--- src/rtl/multicycle_ctrl_pkg.sv ---
// rtl/multicycle_ctrl_pkg.sv - states, opcodes and datapath select encodings for the multi-cycle controller
package mc_pkg;

  typedef enum logic [3:0] {
    FETCH, DECODE, EXEC_R, WB_R, EXEC_I, WB_I, MEM_ADDR,
    MEM_RD, MEM_WB, MEM_WR, BRANCH, JUMP, JR, HALT
  } state_t;

  localparam logic [5:0] OP_RTYPE = 6'b000000;
  localparam logic [5:0] OP_J     = 6'b000010;
  localparam logic [5:0] OP_JAL   = 6'b000011;
  localparam logic [5:0] OP_BEQ   = 6'b000100;
  localparam logic [5:0] OP_BNE   = 6'b000101;
  localparam logic [5:0] OP_ADDI  = 6'b001000;
  localparam logic [5:0] OP_SLTI  = 6'b001010;
  localparam logic [5:0] OP_LW    = 6'b100011;
  localparam logic [5:0] OP_SW    = 6'b101011;
  localparam logic [5:0] FN_JR    = 6'b001000;

  localparam logic [2:0] ALU_ADD   = 3'b000;
  localparam logic [2:0] ALU_SUB   = 3'b001;
  localparam logic [2:0] ALU_FUNCT = 3'b010;
  localparam logic [2:0] ALU_SLT   = 3'b011;

  localparam logic [1:0] PC_ALU    = 2'b00;
  localparam logic [1:0] PC_ALUOUT = 2'b01;
  localparam logic [1:0] PC_JUMP   = 2'b10;
  localparam logic [1:0] PC_RS     = 2'b11;

  localparam logic [1:0] SRCB_RT     = 2'b00;
  localparam logic [1:0] SRCB_FOUR   = 2'b01;
  localparam logic [1:0] SRCB_IMM    = 2'b10;
  localparam logic [1:0] SRCB_IMM_SH = 2'b11;

  localparam logic [1:0] RD_RT = 2'b00;
  localparam logic [1:0] RD_RD = 2'b01;
  localparam logic [1:0] RD_RA = 2'b10;

  localparam logic [1:0] M2R_ALUOUT = 2'b00;
  localparam logic [1:0] M2R_MDR    = 2'b01;
  localparam logic [1:0] M2R_PC     = 2'b10;

  // Unknown opcodes fall into HALT; the caller flags them as exceptions.
  function automatic state_t decode_dispatch(input logic [5:0] opcode, input logic [5:0] funct);
    state_t s;
    case (opcode)
      OP_RTYPE: begin
        if (funct == FN_JR) s = JR;
        else                s = EXEC_R;
      end
      OP_ADDI, OP_SLTI: s = EXEC_I;
      OP_LW, OP_SW:     s = MEM_ADDR;
      OP_BEQ, OP_BNE:   s = BRANCH;
      OP_J, OP_JAL:     s = JUMP;
      default:          s = HALT;
    endcase
    return s;
  endfunction

endpackage

--- src/rtl/multicycle_ctrl_if.sv ---
// rtl/multicycle_ctrl_if.sv - shared instruction/data memory port with req/ack handshake
interface multicycle_ctrl_if;
  logic mem_req_o;
  logic mem_we_o;
  logic iord_o;
  logic mem_ack_i;

  modport master (output mem_req_o, output mem_we_o, output iord_o, input mem_ack_i);
  modport slave  (input mem_req_o, input mem_we_o, input iord_o, output mem_ack_i);
endinterface

--- src/rtl/multicycle_ctrl_wait_timer.sv ---
// rtl/multicycle_ctrl_wait_timer.sv - wait-state counter with timeout compare for the memory handshake
module mc_wait_timer #(
  parameter int TIMEOUT_CYC = 16
) (
  input  logic clk_i,
  input  logic rst_i,
  input  logic req,
  input  logic ack,
  output logic timeout
);

  localparam int CW = (TIMEOUT_CYC > 2) ? $clog2(TIMEOUT_CYC) : 1;

  logic [CW-1:0] cnt;

  // An ack in the final wait cycle still counts as a normal completion.
  assign timeout = req && !ack && (cnt == CW'(TIMEOUT_CYC - 1));

  always_ff @(posedge clk_i) begin
    if (!rst_i || !req || ack || timeout) cnt <= '0;
    else                                  cnt <= cnt + 1'b1;
  end

endmodule

--- src/rtl/multicycle_ctrl.sv ---
// rtl/multicycle_ctrl.sv - Moore FSM control unit for the multi-cycle CPU with retired count and error flags
module multicycle_ctrl
  import mc_pkg::*;
#(
  parameter int TIMEOUT_CYC = 16,
  parameter int RET_W       = 32
) (
  input  logic                 clk_i,
  input  logic                 rst_i,
  input  logic [5:0]           opcode_i,
  input  logic [5:0]           funct_i,
  multicycle_ctrl_if.master    mem,
  output logic                 ir_write_o,
  output logic                 pc_write_o,
  output logic                 pc_write_cond_o,
  output logic                 branch_ne_o,
  output logic [1:0]           pc_src_o,
  output logic                 alu_src_a_o,
  output logic [1:0]           alu_src_b_o,
  output logic [2:0]           alu_op_o,
  output logic                 reg_write_o,
  output logic [1:0]           reg_dst_o,
  output logic [1:0]           mem_to_reg_o,
  output logic                 instr_done_o,
  output logic [RET_W-1:0]     retired_o,
  output logic                 exc_o,
  output logic                 err_o
);

  state_t state, state_nxt;
  logic   mem_req, mem_we, iord;
  logic   ack, timeout;

  assign ack           = mem.mem_ack_i;
  assign mem.mem_req_o = mem_req;
  assign mem.mem_we_o  = mem_we;
  assign mem.iord_o    = iord;

  mc_wait_timer #(.TIMEOUT_CYC(TIMEOUT_CYC)) u_wait_timer (
    .clk_i   (clk_i),
    .rst_i   (rst_i),
    .req     (mem_req),
    .ack     (ack),
    .timeout (timeout)
  );

  always_ff @(posedge clk_i) begin
    if (!rst_i) state <= FETCH;
    else        state <= state_nxt;
  end

  always_comb begin
    state_nxt = state;
    case (state)
      FETCH: begin
        if (ack)          state_nxt = DECODE;
        else if (timeout) state_nxt = HALT;
      end
      DECODE:   state_nxt = decode_dispatch(opcode_i, funct_i);
      EXEC_R:   state_nxt = WB_R;
      EXEC_I:   state_nxt = WB_I;
      MEM_ADDR: state_nxt = (opcode_i == OP_SW) ? MEM_WR : MEM_RD;
      MEM_RD: begin
        if (ack)          state_nxt = MEM_WB;
        else if (timeout) state_nxt = HALT;
      end
      MEM_WR: begin
        if (ack)          state_nxt = FETCH;
        else if (timeout) state_nxt = HALT;
      end
      WB_R, WB_I, MEM_WB, BRANCH, JUMP, JR: state_nxt = FETCH;
      HALT:     state_nxt = HALT;
      default:  state_nxt = FETCH;
    endcase
  end

  always_comb begin
    mem_req         = 1'b0;
    mem_we          = 1'b0;
    iord            = 1'b0;
    ir_write_o      = 1'b0;
    pc_write_o      = 1'b0;
    pc_write_cond_o = 1'b0;
    branch_ne_o     = 1'b0;
    pc_src_o        = PC_ALU;
    alu_src_a_o     = 1'b0;
    alu_src_b_o     = SRCB_RT;
    alu_op_o        = ALU_ADD;
    reg_write_o     = 1'b0;
    reg_dst_o       = RD_RT;
    mem_to_reg_o    = M2R_ALUOUT;
    instr_done_o    = 1'b0;
    case (state)
      FETCH: begin
        mem_req     = 1'b1;
        alu_src_b_o = SRCB_FOUR;
        ir_write_o  = ack;
        pc_write_o  = ack;
      end
      DECODE: alu_src_b_o = SRCB_IMM_SH;
      EXEC_R: begin
        alu_src_a_o = 1'b1;
        alu_op_o    = ALU_FUNCT;
      end
      WB_R: begin
        reg_write_o  = 1'b1;
        reg_dst_o    = RD_RD;
        instr_done_o = 1'b1;
      end
      EXEC_I: begin
        alu_src_a_o = 1'b1;
        alu_src_b_o = SRCB_IMM;
        alu_op_o    = (opcode_i == OP_SLTI) ? ALU_SLT : ALU_ADD;
      end
      WB_I: begin
        reg_write_o  = 1'b1;
        instr_done_o = 1'b1;
      end
      MEM_ADDR: begin
        alu_src_a_o = 1'b1;
        alu_src_b_o = SRCB_IMM;
      end
      MEM_RD: begin
        mem_req = 1'b1;
        iord    = 1'b1;
      end
      MEM_WB: begin
        reg_write_o  = 1'b1;
        mem_to_reg_o = M2R_MDR;
        instr_done_o = 1'b1;
      end
      MEM_WR: begin
        mem_req      = 1'b1;
        mem_we       = 1'b1;
        iord         = 1'b1;
        instr_done_o = ack;
      end
      BRANCH: begin
        alu_src_a_o     = 1'b1;
        alu_op_o        = ALU_SUB;
        pc_write_cond_o = 1'b1;
        pc_src_o        = PC_ALUOUT;
        branch_ne_o     = (opcode_i == OP_BNE);
        instr_done_o    = 1'b1;
      end
      JUMP: begin
        pc_write_o   = 1'b1;
        pc_src_o     = PC_JUMP;
        instr_done_o = 1'b1;
        // PC already advanced in FETCH, so the link value is PC itself.
        if (opcode_i == OP_JAL) begin
          reg_write_o  = 1'b1;
          reg_dst_o    = RD_RA;
          mem_to_reg_o = M2R_PC;
        end
      end
      JR: begin
        pc_write_o   = 1'b1;
        pc_src_o     = PC_RS;
        instr_done_o = 1'b1;
      end
      default: ;
    endcase
  end

  always_ff @(posedge clk_i) begin
    if (!rst_i) begin
      retired_o <= '0;
      exc_o     <= 1'b0;
      err_o     <= 1'b0;
    end else begin
      if (instr_done_o)                          retired_o <= retired_o + RET_W'(1);
      if (state == DECODE && state_nxt == HALT)  exc_o     <= 1'b1;
      if (timeout)                               err_o     <= 1'b1;
    end
  end

endmodule

--- src/flat_wrapper.sv ---
// flat-port wrapper written by rule: the top's interface ports become plain ports
module multicycle_ctrl_flat import mc_pkg::*;
#(
  parameter int TIMEOUT_CYC = 16,
  parameter int RET_W       = 32
)
  (clk_i, rst_i, opcode_i, funct_i, ir_write_o, pc_write_o, pc_write_cond_o, branch_ne_o, pc_src_o, alu_src_a_o, alu_src_b_o, alu_op_o, reg_write_o, reg_dst_o, mem_to_reg_o, instr_done_o, retired_o, exc_o, err_o, mem_mem_req_o, mem_mem_we_o, mem_iord_o, mem_mem_ack_i);
  multicycle_ctrl_if mem_i ();
  input  logic clk_i;
  input  logic rst_i;
  input  logic [5:0] opcode_i;
  input  logic [5:0] funct_i;
  output logic ir_write_o;
  output logic pc_write_o;
  output logic pc_write_cond_o;
  output logic branch_ne_o;
  output logic [1:0] pc_src_o;
  output logic alu_src_a_o;
  output logic [1:0] alu_src_b_o;
  output logic [2:0] alu_op_o;
  output logic reg_write_o;
  output logic [1:0] reg_dst_o;
  output logic [1:0] mem_to_reg_o;
  output logic instr_done_o;
  output logic [RET_W-1:0] retired_o;
  output logic exc_o;
  output logic err_o;
  output wire logic [$bits(mem_i.mem_req_o)-1:0] mem_mem_req_o;
  output wire logic [$bits(mem_i.mem_we_o)-1:0] mem_mem_we_o;
  output wire logic [$bits(mem_i.iord_o)-1:0] mem_iord_o;
  input wire logic [$bits(mem_i.mem_ack_i)-1:0] mem_mem_ack_i;
  assign mem_mem_req_o = mem_i.mem_req_o;
  assign mem_mem_we_o = mem_i.mem_we_o;
  assign mem_iord_o = mem_i.iord_o;
  assign mem_i.mem_ack_i = mem_mem_ack_i;
  multicycle_ctrl #(.TIMEOUT_CYC(TIMEOUT_CYC), .RET_W(RET_W)) u_core (.clk_i(clk_i), .rst_i(rst_i), .opcode_i(opcode_i), .funct_i(funct_i), .mem(mem_i), .ir_write_o(ir_write_o), .pc_write_o(pc_write_o), .pc_write_cond_o(pc_write_cond_o), .branch_ne_o(branch_ne_o), .pc_src_o(pc_src_o), .alu_src_a_o(alu_src_a_o), .alu_src_b_o(alu_src_b_o), .alu_op_o(alu_op_o), .reg_write_o(reg_write_o), .reg_dst_o(reg_dst_o), .mem_to_reg_o(mem_to_reg_o), .instr_done_o(instr_done_o), .retired_o(retired_o), .exc_o(exc_o), .err_o(err_o));
endmodule
--- config.mk ---
export PLATFORM = sky130hd
export DESIGN_NAME = multicycle_ctrl_flat
export DESIGN_NICKNAME = d
export VERILOG_FILES = /design/src/rtl/multicycle_ctrl_pkg.sv /design/src/rtl/multicycle_ctrl_if.sv /design/src/rtl/multicycle_ctrl_wait_timer.sv /design/src/rtl/multicycle_ctrl.sv /design/src/flat_wrapper.sv
export SDC_FILE = /design/constraint.sdc
export NUM_CORES = 1
export LEC_CHECK = 0
export ABC_AREA = 1
export BUFFER_PORTS_ARGS = -buffer_cell sky130_fd_sc_hd__buf_4
export CORE_UTILIZATION = 58
export DETAILED_ROUTE_END_ITERATION = 12
export MAX_ROUTING_LAYER = met4
export PLACE_DENSITY = 0.86
export SLEW_MARGIN = 20
export SYNTH_ARGS = -nofsm -noshare
export SYNTH_HDL_FRONTEND = slang
export SYNTH_SLANG_ARGS = --single-unit
--- constraint.sdc ---
create_clock -name clk_i -period 4.1 [get_ports clk_i]
set_input_delay 0.205 -clock clk_i [delete_from_list [all_inputs] [get_ports clk_i]]
set_output_delay 0.205 -clock clk_i [all_outputs]
set_load 0.02 [all_outputs]
# After elaboration in Yosys (flattened, before gate mapping)
# Index checks and enable logic that the tools add are counted.
# word_totals
regBits,42
in_bits,15
out_inout_bits,55
wordCells,79
# classes
addsub,2
n_eq_ne,24
n_mux,26
reduce_logical,22
# ops
op,count
$add A32 B1 Y32 const B,1
$eq A4 B4 Y1 const B,8
$pmux W4 S8,1
$mux W4,6
$pmux W4 S5,1
$eq A6 B4 Y1 const B,3
$eq A4 B3 Y1 const B,4
$reduce_or A2 Y1,7
$eq A6 B2 Y1 const B,2
$eq A6 B3 Y1 const B,2
$eq A6 B6 Y1 const B,2
$pmux W2 S3,2
$pmux W3 S3,1
$eq A4 B2 Y1 const B,2
$mux W1,8
$pmux W2 S2,2
$logic_not A6 Y1,1
$pmux W1 S2,3
$reduce_or A3 Y1,2
$reduce_or A6 Y1,1
$add A4 B1 Y4 const B,1
$eq A4 B1 Y1 const B,1
$logic_not A4 Y1,1
$mux W2,2
4 further kinds,10

# Longest topological paths before layout
# logic_depth
ltp_word,10
ltp_mapped,11
mapped_depth_nobuf,11

# By module
# A second synthesis with hierarchy kept.
# unflattened
hier_cells,447
hier_area_um2,2758.9
# by_module_without_submodules
mod,n_inst,cells_each,area_per_inst_um2,seq_area_each_um2
multicycle_ctrl,1,427,2585.0,760.7
mc_wait_timer,1,20,173.9,80.1

# Least setup slack after synthesis
# Ideal clock, no wire load.
# synth_timing
path_type,flip-flop to flip-flop
start,register u_core.retired_o[0]
end,register u_core.retired_o[30]
setup_time_ps,132
arrival_time_ps,1579
required_ps,3968
slack_ps,2388
path_stages_with_launch,9
n_path_buf,0
synth_period_minus_slack_ps,1712
path_cell_list,dfxtp_1 -> ha_1 -> nand3_1 -> nor3_1 -> nand2_1 -> nand2_1 -> nand2_1 -> nand2_1 -> a21oi_1
# synth_between
elab_chain_len,1
# synth_lines
element,line_no,source
"start, declared",multicycle_ctrl.sv:25,"output logic [RET_W-1:0] retired_o,"
"start signal, assigned",multicycle_ctrl.sv:172,if (instr_done_o) retired_o <= retired_o + RET_W'(1);
$add A32 B1 Y32,multicycle_ctrl.sv:172,
# No other way between the ends.
# A chain may end at the register's enable or synchronous reset.

# Worst setup path in the final report
# layout_timing
start,register u_core.state[1]
end,register u_core.retired_o[30]
# layout_between
elab_chain_len,3
word_cells_on_any_way,9
classes_between,7 x eq/ne; 1 x mux; 1 x reduce/logical
# layout_lines
element,line_no,source
"start, declared",multicycle_ctrl.sv:30,"state_t state, state_nxt;"
"start signal, assigned",multicycle_ctrl.sv:49,else state <= state_nxt;
"$eq A4 B2 Y1, or another cell as far along",multicycle_ctrl.sv:93,case (state)
$reduce_or A6 Y1 (no line),n/a,
$pmux W1 S2 (*),multicycle_ctrl.sv:93,
# Every way passes the cells marked *; elsewhere a longest branch is shown, timed or not.

==> results.ini <==
[synth]
synthCells = 475
synth_nets = 492
synthArstFlopShare_pct = 0
syn_area_sq_um = 2771
postSynthAreaPerCell_sq_um = 5.835
yosysWarnings = 0
synth_edf_count = 0
synth_top_cell_area_share_pct = 30.34
synth-main-ff-cell = dfxtp_1
synth.area.top_cells = dfxtp_1 (30%), nand2_1 (22%), nor2_1 (11%), a21oi_1 (6.1%), inv_1 (5.8%)
synth.distinct_cells = 32
synth_seq_cells = 42
yosys.area.top_type = dfxtp_1
ys_seq_area_share_pct = 30.34

[global_routing]
grt_overflow = 0
grt_pass1_vias = 2763
grt_pass1_wl_mm = 12.40
antenna_found_initial = 0
grt_max_degree = 43
grt_util_all_layers_pct = 31.55

[route]
drc = 3
num_vias = 3239
drtPass1Iterations = 10
drtAntennaViolNets = 0
viasPerCell = 5.471
wl_mm = 7.432
routedWlPerCell_um = 12.55
dr.first_iter.drc_count = 359

[worst_setup_path]
rr_worst_depth = 8
slowest_delay_ns = 0.67
cpLargestDelayFamily = simple AND/OR/NAND/NOR gates
crit_required_ns = 4.30
arrival_ns = 2.79
crit_path_max_fanout = 42
crit_chain = inv_2 -> nand2_1 -> nor2_1 -> nor3_2 -> nand3_2 -> clkinv_2 -> nand2_1 -> a21oi_1
critical_path_class = reg2reg
start_kind = flip-flop
r2r_setup_slack_ns = 1.51
cp_slowest_cell = nand3_2
reg2reg_to = u_core.retired_o[30]
crit_top_cell = nand2_1
cp_num_buf_inv = 2
r2r-start = u_core.state[1]
crit_path_end_kind = flip-flop

[timing]
slew_headroom_pct = 43.86
hold_viol = 0
setup_viol = 0
grt_setup_unrepaired = false
final_max_slew_viol_count = 0
fin_skew_ns = 0.005633
setup_tns_ns = 0
min_period_ns = 2.592
fmax_mhz = 385.8
fin_crit_sh_pct = 63.22
worst_pin_slew_ns = 0.8411

[run]
maxCapViolCount = 0

[placement]
routabilityCongestion = 1.023
port_buffers = 68
dp_hpwl_mm = 5.704

[hold_path]
worstHoldPathType = in2reg
min_from = rst_i
hold_depth = 3
holdPathEnd = u_core.retired_o[2]

[layout]
area.growth.synth_to_final_pct = 21.72
utilization_pct = 75.39
drive_gt1_share_pct = 16.11
diodes = 0
nets = 556

[cts]
clock_latency_ns = 0.29
cts_buffer_depth = 2
clk_pin_slew_ns = 0.08
cts_made_buffers = 5
cts_tree = yes
clock-root-buffer = clkbuf_8
cts-hold-fix-buffers = 0
cts_max_level = 2
ctsResizeCount = 0
cts_setup_buffers = 0
cts_sinks = 42

[die]
die_x_um = 71.13
io_pins = 70
die-area_sq_um = 5059
row_count = 24
die_h_um = 71.13
core_sq_um = 4474
initial_core_util_pct = 61.94

[power_and_ir_drop]
power.clock.fraction_pct = 20.6
leakage_nw = 1.498
irDropWorstVdd_v = 0.0003345
p_int_w = 0.0007500
p_switching_w = 0.0005806
switching_share_pct = 43.63
seq_power_share_pct = 35.7
power.density_nw_per_um2 = 394.5
combPwrFrac_pct = 43.7

[run_status]
run_status = complete, but fails checks
violations = design-rule violations

## power by group through the flow
stage	logic [W]	registers (W)	clock network, W
floorplan	0.000413	0.000486	0
global placement	0.000571	0.000481	0
detailed placement	0.000579	0.000482	0
CTS	0.000579	0.000472	0.000279
global route	0.000638	0.000476	0.000296
finish	0.000582	0.000475	0.000274
## tightest hold or removal path, cell delays in order
cell and delay (ns):
buf_4 0.16, nand2_1 0.07, nor2_1 0.03
## layout make-up
class                      count  area, sq um
timing repair buffer          68        510.5
sequential                    42        840.8
fill                         384         1101
tap                           52        65.06
multi-input combinational    372         1673
clock buffer                   6        82.58
clock inverter                 2        12.51
inverter                      50        188.9
## per-layer routing
| layer | up-vias | part of all wire (%) | global-route usage (%) | routed length, um |
|---|---|---|---|---|
| li1 | 1637 | - | - | - |
| met1 | 1453 | 45 | 41.94 | 3343 |
| met2 | 143 | 47 | 50.75 | 3508 |
| met3 | 6 | 7.1 | 4.558 | 524 |
| met4 | 0 | 0.74 | 7.556 | 55 |
| met5 | - | 0 | - | 0 |
## through the flow
stage	instances	hold slack [ns]	instance area, sq um	setup WS [ns]	power [W]
floorplan	475	0.3468	2771	2.388	0.0008996
global placement	584	0.4258	3278	1.666	0.001052
detailed placement	584	0.4424	3278	1.533	0.001061
CTS	592	0.2100	3373	1.541	0.001331
global route	592	0.2258	3373	1.214	0.001411
finish	592	0.2155	3373	1.508	0.001331
## cell usage after synthesis, types with 2 or more instances
cell type / number
a21oi_1: 34
a31oi_1: 3
buf_2: 4
buf_4: 2
buf_6: 2
clkbuf_1: 3
dfxtp_1: 42
ha_1: 2
inv_1: 43
inv_2: 5
nand2_1: 162
nand3_1: 29
nand3b_1: 8
nand4_1: 10
nor2_1: 83
nor3_1: 10
nor3_2: 2
o21ai_0: 6
o21ai_1: 4
xnor2_1: 2
xor2_1: 8
## state kept, by name, indices dropped and copies added (netlist names)
signal,cells
u_core.exc_o,1
u_core.retired_o,32
u_core.err_o,1
u_core.state,4
u_core.u_wait_timer.cnt,4
## cells in the final DEF, fill, tap and decap left out, types with 8 or more instances in the layout
| cell | count |
|---|---|
| nor2_1 | 83 |
| xor2_1 | 8 |
| buf_4 | 68 |
| inv_1 | 43 |
| nor3_1 | 10 |
| nand4_1 | 10 |
| nand2_1 | 162 |
| dfxtp_1 | 42 |
| a21oi_1 | 34 |
| nand3_1 | 29 |
| nand3b_1 | 8 |
## worst max-delay path by stage
stage | start | to | slack (ns) | cells past startpoint
finish | u_core.state[1] | u_core.retired_o[30] | 1.51 | 8
detailed placement | u_core.state[1] | u_core.retired_o[30] | 1.53 | 8
global placement | u_core.state[1] | u_core.retired_o[29] | 1.67 | 8
global route | u_core.state[1] | u_core.retired_o[31] | 1.21 | 8
floorplan | u_core.retired_o[0] | u_core.retired_o[30] | 2.39 | 8
CTS | u_core.state[1] | u_core.retired_o[30] | 1.54 | 8
## kinds of logic after synthesis
family	after synthesis	synth area share, %
adder cells (fa/ha/maj)	2	0.9028
AND/OR/NAND/NOR	307	46.19
flip-flops	42	30.34
other	1	0.1353
AO/OA/AOI/OAI	52	9.978
buffers and inverters	61	9.300
XOR/XNOR	10	3.160
Note: power is estimated with default switching activity, not from simulation.
